===== config.mk =====
export PLATFORM = sky130hd
export DESIGN_NAME = stepper_axis_driver_flat
export DESIGN_NICKNAME = d
export VERILOG_FILES = /design/src/rtl/stepper_axis_driver_if.sv /design/src/rtl/stepper_axis_driver.sv /design/src/flat_wrapper.sv
export SDC_FILE = /design/constraint.sdc
export NUM_CORES = 1
export LEC_CHECK = 0
export BUFFER_PORTS_ARGS = -buffer_cell sky130_fd_sc_hd__buf_2
export CAP_MARGIN = 0
export CORE_MARGIN = 2
export CORE_UTILIZATION = 30
export CTS_BUF_LIST = sky130_fd_sc_hd__clkbuf_8
export DETAILED_ROUTE_END_ITERATION = 10
export PLACE_DENSITY = 0.52
export SLEW_MARGIN = 20
export SYNTH_ARGS = -nofsm -noshare
export SYNTH_HDL_FRONTEND = slang
export SYNTH_SLANG_ARGS = --single-unit

===== constraint.sdc =====
create_clock -name clock -period 8.8 [get_ports clock]
set_clock_uncertainty 0.15 [all_clocks]
set_input_delay 0 -clock clock [delete_from_list [all_inputs] [get_ports clock]]
set_output_delay 0 -clock clock [all_outputs]
set_load 0.03 [all_outputs]

===== src/rtl/stepper_axis_driver_if.sv =====
// Command handshake bundle for stepper_axis_driver: one move request
// (direction, step count, step period) per valid/ready transfer.
interface stepper_axis_driver_if;
    logic        cmd_valid;
    logic        cmd_ready;
    logic        cmd_dir;
    logic [31:0] cmd_steps;
    logic [31:0] cmd_period;

    modport master (
        output cmd_valid,
        output cmd_dir,
        output cmd_steps,
        output cmd_period,
        input  cmd_ready
    );

    modport slave (
        input  cmd_valid,
        input  cmd_dir,
        input  cmd_steps,
        input  cmd_period,
        output cmd_ready
    );
endinterface


===== src/rtl/stepper_axis_driver.sv =====
// stepper_axis_driver: single-axis STEP/DIR pulse generator.
// Takes one move command over a valid/ready handshake, waits a DIR setup
// time, then issues step pulses at a fixed (clamped) period while tracking
// remaining steps and signed absolute position.
//
// Optional macro STEPPER_LIMIT_EN adds limit_min/limit_max inputs that block
// the next step toward an active end stop, plus a sticky limit_hit flag.
//
// state | meaning
// IDLE  | waiting for a command, cmd_ready high
// SETUP | DIR stable, STEP low, counting the DIR-to-STEP setup time
// HIGH  | STEP high for PULSE_W cycles
// LOW   | STEP low for the remainder of the step period
// DONE  | one-cycle done pulse, then back to IDLE
module stepper_axis_driver #(
    parameter int PULSE_W    = 100,
    parameter int MIN_PERIOD = 200,
    parameter int SETUP_CYC  = 50
) (
    input  logic                       clock,
    input  logic                       reset,
    stepper_axis_driver_if.slave       cmd,
    input  logic                       abort,
`ifdef STEPPER_LIMIT_EN
    input  logic                       limit_min,
    input  logic                       limit_max,
    output logic                       limit_hit,
`endif
    output logic                       step_out,
    output logic                       dir_out,
    output logic                       busy,
    output logic                       done,
    output logic [31:0]                steps_left,
    output logic signed [31:0]         position
);

    typedef enum logic [2:0] {
        S_IDLE,
        S_SETUP,
        S_HIGH,
        S_LOW,
        S_DONE
    } state_t;

    // Timer reloads hold N-1 so a phase of N cycles expires on its N-th edge.
    localparam logic [31:0] SETUP_RELOAD = 32'(SETUP_CYC - 1);
    localparam logic [31:0] PULSE_RELOAD = 32'(PULSE_W - 1);
    localparam logic [31:0] PULSE_LEN    = 32'(PULSE_W);
    localparam logic [31:0] MIN_PER      = 32'(MIN_PERIOD);

    state_t             state_q, state_d;
    logic [31:0]        timer_q, timer_d;
    logic [31:0]        period_q, period_d;
    logic               dir_q, dir_d;
    logic [31:0]        steps_left_q, steps_left_d;
    logic signed [31:0] position_q, position_d;
    logic               limit_hit_q, limit_hit_d;

    logic               accept;
    logic               go_high;
    logic               blocked;

    assign accept = cmd.cmd_valid && cmd.cmd_ready;

`ifdef STEPPER_LIMIT_EN
    // Only the end stop in the direction of travel can block a step.
    assign blocked = dir_q ? limit_max : limit_min;
    assign limit_hit = limit_hit_q;
`else
    assign blocked = 1'b0;
`endif

    // State and datapath registers, synchronous reset.
    always_ff @(posedge clock) begin
        if (reset) begin
            state_q      <= S_IDLE;
            timer_q      <= '0;
            period_q     <= '0;
            dir_q        <= 1'b0;
            steps_left_q <= '0;
            position_q   <= '0;
            limit_hit_q  <= 1'b0;
        end else begin
            state_q      <= state_d;
            timer_q      <= timer_d;
            period_q     <= period_d;
            dir_q        <= dir_d;
            steps_left_q <= steps_left_d;
            position_q   <= position_d;
            limit_hit_q  <= limit_hit_d;
        end
    end

    // Next-state, phase timer and step/position bookkeeping.
    always_comb begin
        state_d      = state_q;
        timer_d      = timer_q;
        period_d     = period_q;
        dir_d        = dir_q;
        steps_left_d = steps_left_q;
        position_d   = position_q;
        limit_hit_d  = limit_hit_q;
        go_high      = 1'b0;

        case (state_q)
            S_IDLE: begin
                if (accept) begin
                    dir_d        = cmd.cmd_dir;
                    steps_left_d = cmd.cmd_steps;
                    period_d     = (cmd.cmd_period < MIN_PER) ? MIN_PER : cmd.cmd_period;
                    limit_hit_d  = 1'b0;
                    if (cmd.cmd_steps == 32'd0) begin
                        state_d = S_DONE;
                    end else begin
                        state_d = S_SETUP;
                        timer_d = SETUP_RELOAD;
                    end
                end
            end
            S_SETUP: begin
                if (abort)                 state_d = S_DONE;
                else if (timer_q == 32'd0) go_high = 1'b1;
                else                       timer_d = timer_q - 32'd1;
            end
            S_HIGH: begin
                if (abort) begin
                    state_d = S_DONE;
                end else if (timer_q == 32'd0) begin
                    state_d = S_LOW;
                    timer_d = period_q - PULSE_LEN - 32'd1;
                end else begin
                    timer_d = timer_q - 32'd1;
                end
            end
            S_LOW: begin
                if (abort) begin
                    state_d = S_DONE;
                end else if (timer_q == 32'd0) begin
                    if (steps_left_q != 32'd0) go_high = 1'b1;
                    else                       state_d = S_DONE;
                end else begin
                    timer_d = timer_q - 32'd1;
                end
            end
            S_DONE: begin
                state_d = S_IDLE;
            end
            default: begin
                state_d = S_IDLE;
            end
        endcase

        // A step is issued (or refused at an end stop) on the edge entering HIGH.
        if (go_high) begin
            if (blocked) begin
                state_d     = S_DONE;
                limit_hit_d = 1'b1;
            end else begin
                state_d      = S_HIGH;
                timer_d      = PULSE_RELOAD;
                steps_left_d = steps_left_q - 32'd1;
                position_d   = dir_q ? (position_q + 32'sd1) : (position_q - 32'sd1);
            end
        end
    end

    // Moore outputs decoded from the registered state.
    always_comb begin
        step_out      = (state_q == S_HIGH);
        busy          = (state_q != S_IDLE);
        done          = (state_q == S_DONE);
        cmd.cmd_ready = (state_q == S_IDLE) && !reset;
    end

    assign dir_out    = dir_q;
    assign steps_left = steps_left_q;
    assign position   = position_q;

endmodule

===== src/flat_wrapper.sv =====
// flat-port wrapper written by rule: the top's interface ports become plain ports
module stepper_axis_driver_flat 
#(
    parameter int PULSE_W    = 100,
    parameter int MIN_PERIOD = 200,
    parameter int SETUP_CYC  = 50
)
  (clock, reset, abort, step_out, dir_out, busy, done, steps_left, position, cmd_cmd_valid, cmd_cmd_dir, cmd_cmd_steps, cmd_cmd_period, cmd_cmd_ready);
  stepper_axis_driver_if cmd_i ();
  input  logic clock;
  input  logic reset;
  input  logic abort;
  output logic step_out;
  output logic dir_out;
  output logic busy;
  output logic done;
  output logic [31:0] steps_left;
  output logic signed [31:0] position;
  input wire logic [$bits(cmd_i.cmd_valid)-1:0] cmd_cmd_valid;
  input wire logic [$bits(cmd_i.cmd_dir)-1:0] cmd_cmd_dir;
  input wire logic [$bits(cmd_i.cmd_steps)-1:0] cmd_cmd_steps;
  input wire logic [$bits(cmd_i.cmd_period)-1:0] cmd_cmd_period;
  output wire logic [$bits(cmd_i.cmd_ready)-1:0] cmd_cmd_ready;
  assign cmd_i.cmd_valid = cmd_cmd_valid;
  assign cmd_i.cmd_dir = cmd_cmd_dir;
  assign cmd_i.cmd_steps = cmd_cmd_steps;
  assign cmd_i.cmd_period = cmd_cmd_period;
  assign cmd_cmd_ready = cmd_i.cmd_ready;
  stepper_axis_driver #(.PULSE_W(PULSE_W), .MIN_PERIOD(MIN_PERIOD), .SETUP_CYC(SETUP_CYC)) u_core (.clock(clock), .reset(reset), .cmd(cmd_i), .abort(abort), .step_out(step_out), .dir_out(dir_out), .busy(busy), .done(done), .steps_left(steps_left), .position(position));
endmodule

==> flow_summary.yaml <==
outcome:
  outcome: "complete, no violations"
clocking:
  numCtsBuffers: 17
  buffer_count_from_post_cts_setup_fixing: 0
  tritoncts: "yes"
  clock_sink_count: 132
  cell_chosen_for_the_clock_root: "sky130_fd_sc_hd__clkbuf_8"
  cts.path.max_buffers: 2
  clkTransAtPathRegs_ns: 0.10
  worstSkewPairLatency_ns: 0.46
  htree_num_levels: 4
detailed_routing:
  first_iter_violations: 522
  total_vias_in_the_final_route: 9060
  route.final.wire_length_um: 27400
  remaining_drc_errors: 0
  post_drt_wl_per_cell_um: 15.8
  ant_nets: 0
  vias_per_cell: 5.22
  drt_pass1_iterations: 5
floorplanning:
  die_w_um: 171
  die-area_mm2: 0.0294
  fp-row-count: 61
  core_area_mm2: 0.0277
  chipHeight_um: 171
  io-pin-count: 138
  floorplan.initialDensity_pct: 30.4
logic_synthesis:
  synth.top_cell.area_share_pct: 31.4
  postSynthRegisterBits: 132
  synth.top_cells.by_area: "sky130_fd_sc_hd__dfxtp_1 (31%), sky130_fd_sc_hd__a21oi_1 (8.1%), sky130_fd_sc_hd__nand2_1 (8.1%)"
  synth_area_per_cell_um2: 7.27
  synth_fp_nets: 1260
  synthesis.area_mm2: 0.00841
  post_synth_num_cell_types: 71
  synthArstFlopShare_pct: 0
  synth.yosys.seq_area_share_pct: 31.4
  yosysWarnings: 0
  synthMostInstantiatedCell: "sky130_fd_sc_hd__nand2_1"
  synth.largest_area_cell: "sky130_fd_sc_hd__dfxtp_1"
  netlist_top_cells_count: "sky130_fd_sc_hd__nand2_1 (181), sky130_fd_sc_hd__a21oi_1 (136), sky130_fd_sc_hd__dfxtp_1 (132)"
  synth_ff_type: "sky130_fd_sc_hd__dfxtp_1"
  synthCells: 1156
  number_of_synthesized_flops_with_an_enable_pin: 0
final_layout:
  drive_gt1_share_pct: 14.4
  antenna_cells_inserted: 0
  synthToLayoutAreaGrowth_pct: 26.5
  nets: 1448
  filler_cell_count: 2931
timing:
  setup_viol: 0
  setup_repair_after_global_routing_missed_its_margin: "no"
  timing.setup.tns_ns: 0
  tightestPinTransition_ns: 0.956
  min_period_ns: 4.84
  slew_margin_rel_pct: 36.1
  maxClockFrequency_mhz: 206
  final_hold_viol_count: 0
  period_share_pct: 55.0
  finalMaxSlewViolations: 0
global_routing:
  grt_pass1_vias: 8676
  grt_first_pass_wirelength_um: 44100
  grt_util_all_layers_pct: 18.6
  initial_antenna_violation_count: 0
  maximum_number_of_pins_on_one_net_before_global_route_repair: 61
  grt_overflow_total: 0
critical_path:
  slowest_cell_on_crit_path: "sky130_fd_sc_hd__nor2_1"
  worstPathArrival_ns: 5.09
  critical_path_cell_list: "inv_1 -> ha_1 -> nor4b_1 -> nor4bb_1 -> and2_1 -> a41oi_1 -> and3_2 -> nor2_1 -> o21ai_0 -> a21oi_1 -> dlygate4sd3_1"
  critical_path_class: "flip-flop to flip-flop"
  endpoint_kind: "flip-flop"
  crit_required_ns: 9.04
  delay_of_the_slowest_cell_on_the_worst_path_ns: 0.77
  critPathTopFamily: "simple AND/OR/NAND/NOR gates"
  timing.critical_path.fanout_max: 44
  setup.worst_path.start_class: "flip-flop"
  critical_path.n_buffers_inverters: 2
placement:
  port_buffers: 137
  gpl.final_weighted_congestion: 0.822
  dp_hpwl_um: 19000
power:
  vdd.ir_drop.worst_mv: 0.152
  cellPowerDensity_mw_per_mm2: 258
  cellLeakagePower_nw: 4.49
  p_total_w: 0.00274
hold_path:
  worst_hold_path_type: "primary input to flip-flop"
run:
  max_cap_viol_count: 0
==> path summary, 6_finish.rpt <==
path / cells past startpoint / slack [ns] / startpoint / endpoint
setup / recovery: 11 / 3.96 / u_core.steps_left[0] / u_core.steps_left[20]
hold / removal: 5 / 0.05 / cmd_cmd_valid / u_core.steps_left[29]
setup reg to reg: 11 / 3.96 / u_core.steps_left[0] / u_core.steps_left[20]
hold reg to reg: 2 / 0.32 / u_core.position[10] / u_core.position[10]
==> registers in the layout, indices dropped and copies added, names as in the netlist <==
name / count
u_core.period_q: 32
u_core.position: 32
u_core.steps_left: 32
u_core.timer_q: 32
u_core.state_q: 3
u_core.dir_out: 1
==> report_power, final <==
| part | internal (W) | switching (W) |
|---|---|---|
| Clock | 0.000284 | 0.000282 |
| Combinational | 0.000518 | 0.000868 |
| Sequential | 0.000683 | 0.000107 |
==> area by class of cell <==
class                   count  area [µm²]  share of cell area, %
clock buffers              17         234                   2.20
repair buffers            230        1590                   14.9
flip-flops and latches    132        2640                   24.9
inverters                  25        93.8                  0.882
well taps                 378         473                   4.45
clock inverters            15         181                   1.71
multi-input cells         938        5420                   51.0
==> worst min-delay path, cell delays in order <==
cell	delay [ns]
sky130_fd_sc_hd__buf_2	0.08
sky130_fd_sc_hd__nand2_1	0.04
sky130_fd_sc_hd__buf_4	0.28
sky130_fd_sc_hd__nor2_1	0.15
sky130_fd_sc_hd__nor3_1	0.05
==> logic make-up after synthesis <==
| logic type | count (synthesis) | synth area share, % |
|---|---|---|
| AND/OR/NAND/NOR | 492 | 27.2 |
| AO/OA/AOI/OAI | 343 | 24.7 |
| flip-flops | 132 | 31.4 |
| buffers and inverters | 86 | 4.21 |
| XOR/XNOR | 64 | 6.67 |
| adder cells (fa/ha/maj) | 35 | 5.30 |
| multiplexers | 4 | 0.491 |
==> layout by cell type (no fill, tap or decap), drive strengths merged, types with 8 or more instances in the layout <==
| cell | n |
|---|---|
| a21o | 18 |
| buf | 148 |
| nand3 | 45 |
| dlygate4sd3 | 82 |
| dfxtp | 132 |
| o21ai | 76 |
| nor3 | 39 |
| o31ai | 8 |
| clkbuf | 17 |
| xnor2 | 38 |
| inv | 30 |
| nand2 | 181 |
| nor2 | 116 |
| ha | 34 |
| a31oi | 15 |
| xor2 | 26 |
| a21oi | 138 |
| nor4 | 36 |
| nand2b | 9 |
| or4 | 13 |
| nand4 | 9 |
| or3 | 14 |
| o211ai | 8 |
| a211oi | 9 |
| a22oi | 13 |
| o22ai | 12 |
==> through the flow <==
step | area (µm²) | hold slack, ns | std cells | setup slack, ns | util [%]
after global routing | 10600 | 0.108 | 1735 | 3.53 | 38.4
after global placement | 9400 | 0.0591 | 1621 | 4.46 | 33.9
after detailed placement | 9400 | 0.0574 | 1621 | 4.46 | 33.9
final | 10600 | 0.0527 | 1735 | 3.96 | 38.4
after CTS | 10600 | 0.0368 | 1735 | 3.93 | 38.4
after floorplan | 8410 | -0.0511 | 1156 | 4.63 | -
==> routing by layer <==
layer | part of all wire, % | track usage (%)
met1 | 46 | 24.1
met2 | 48 | 31.7
met3 | 4.8 | 3.75
met4 | 1.1 | 3.98
met5 | 0 | 0
==> what timing repair did <==
action / in CTS / in global routing
resized for setup: 0 / 0
hold buffers: 82 / 0
endpoints found under the hold margin: 87 / 0
(Power assumes the default switching activity.)
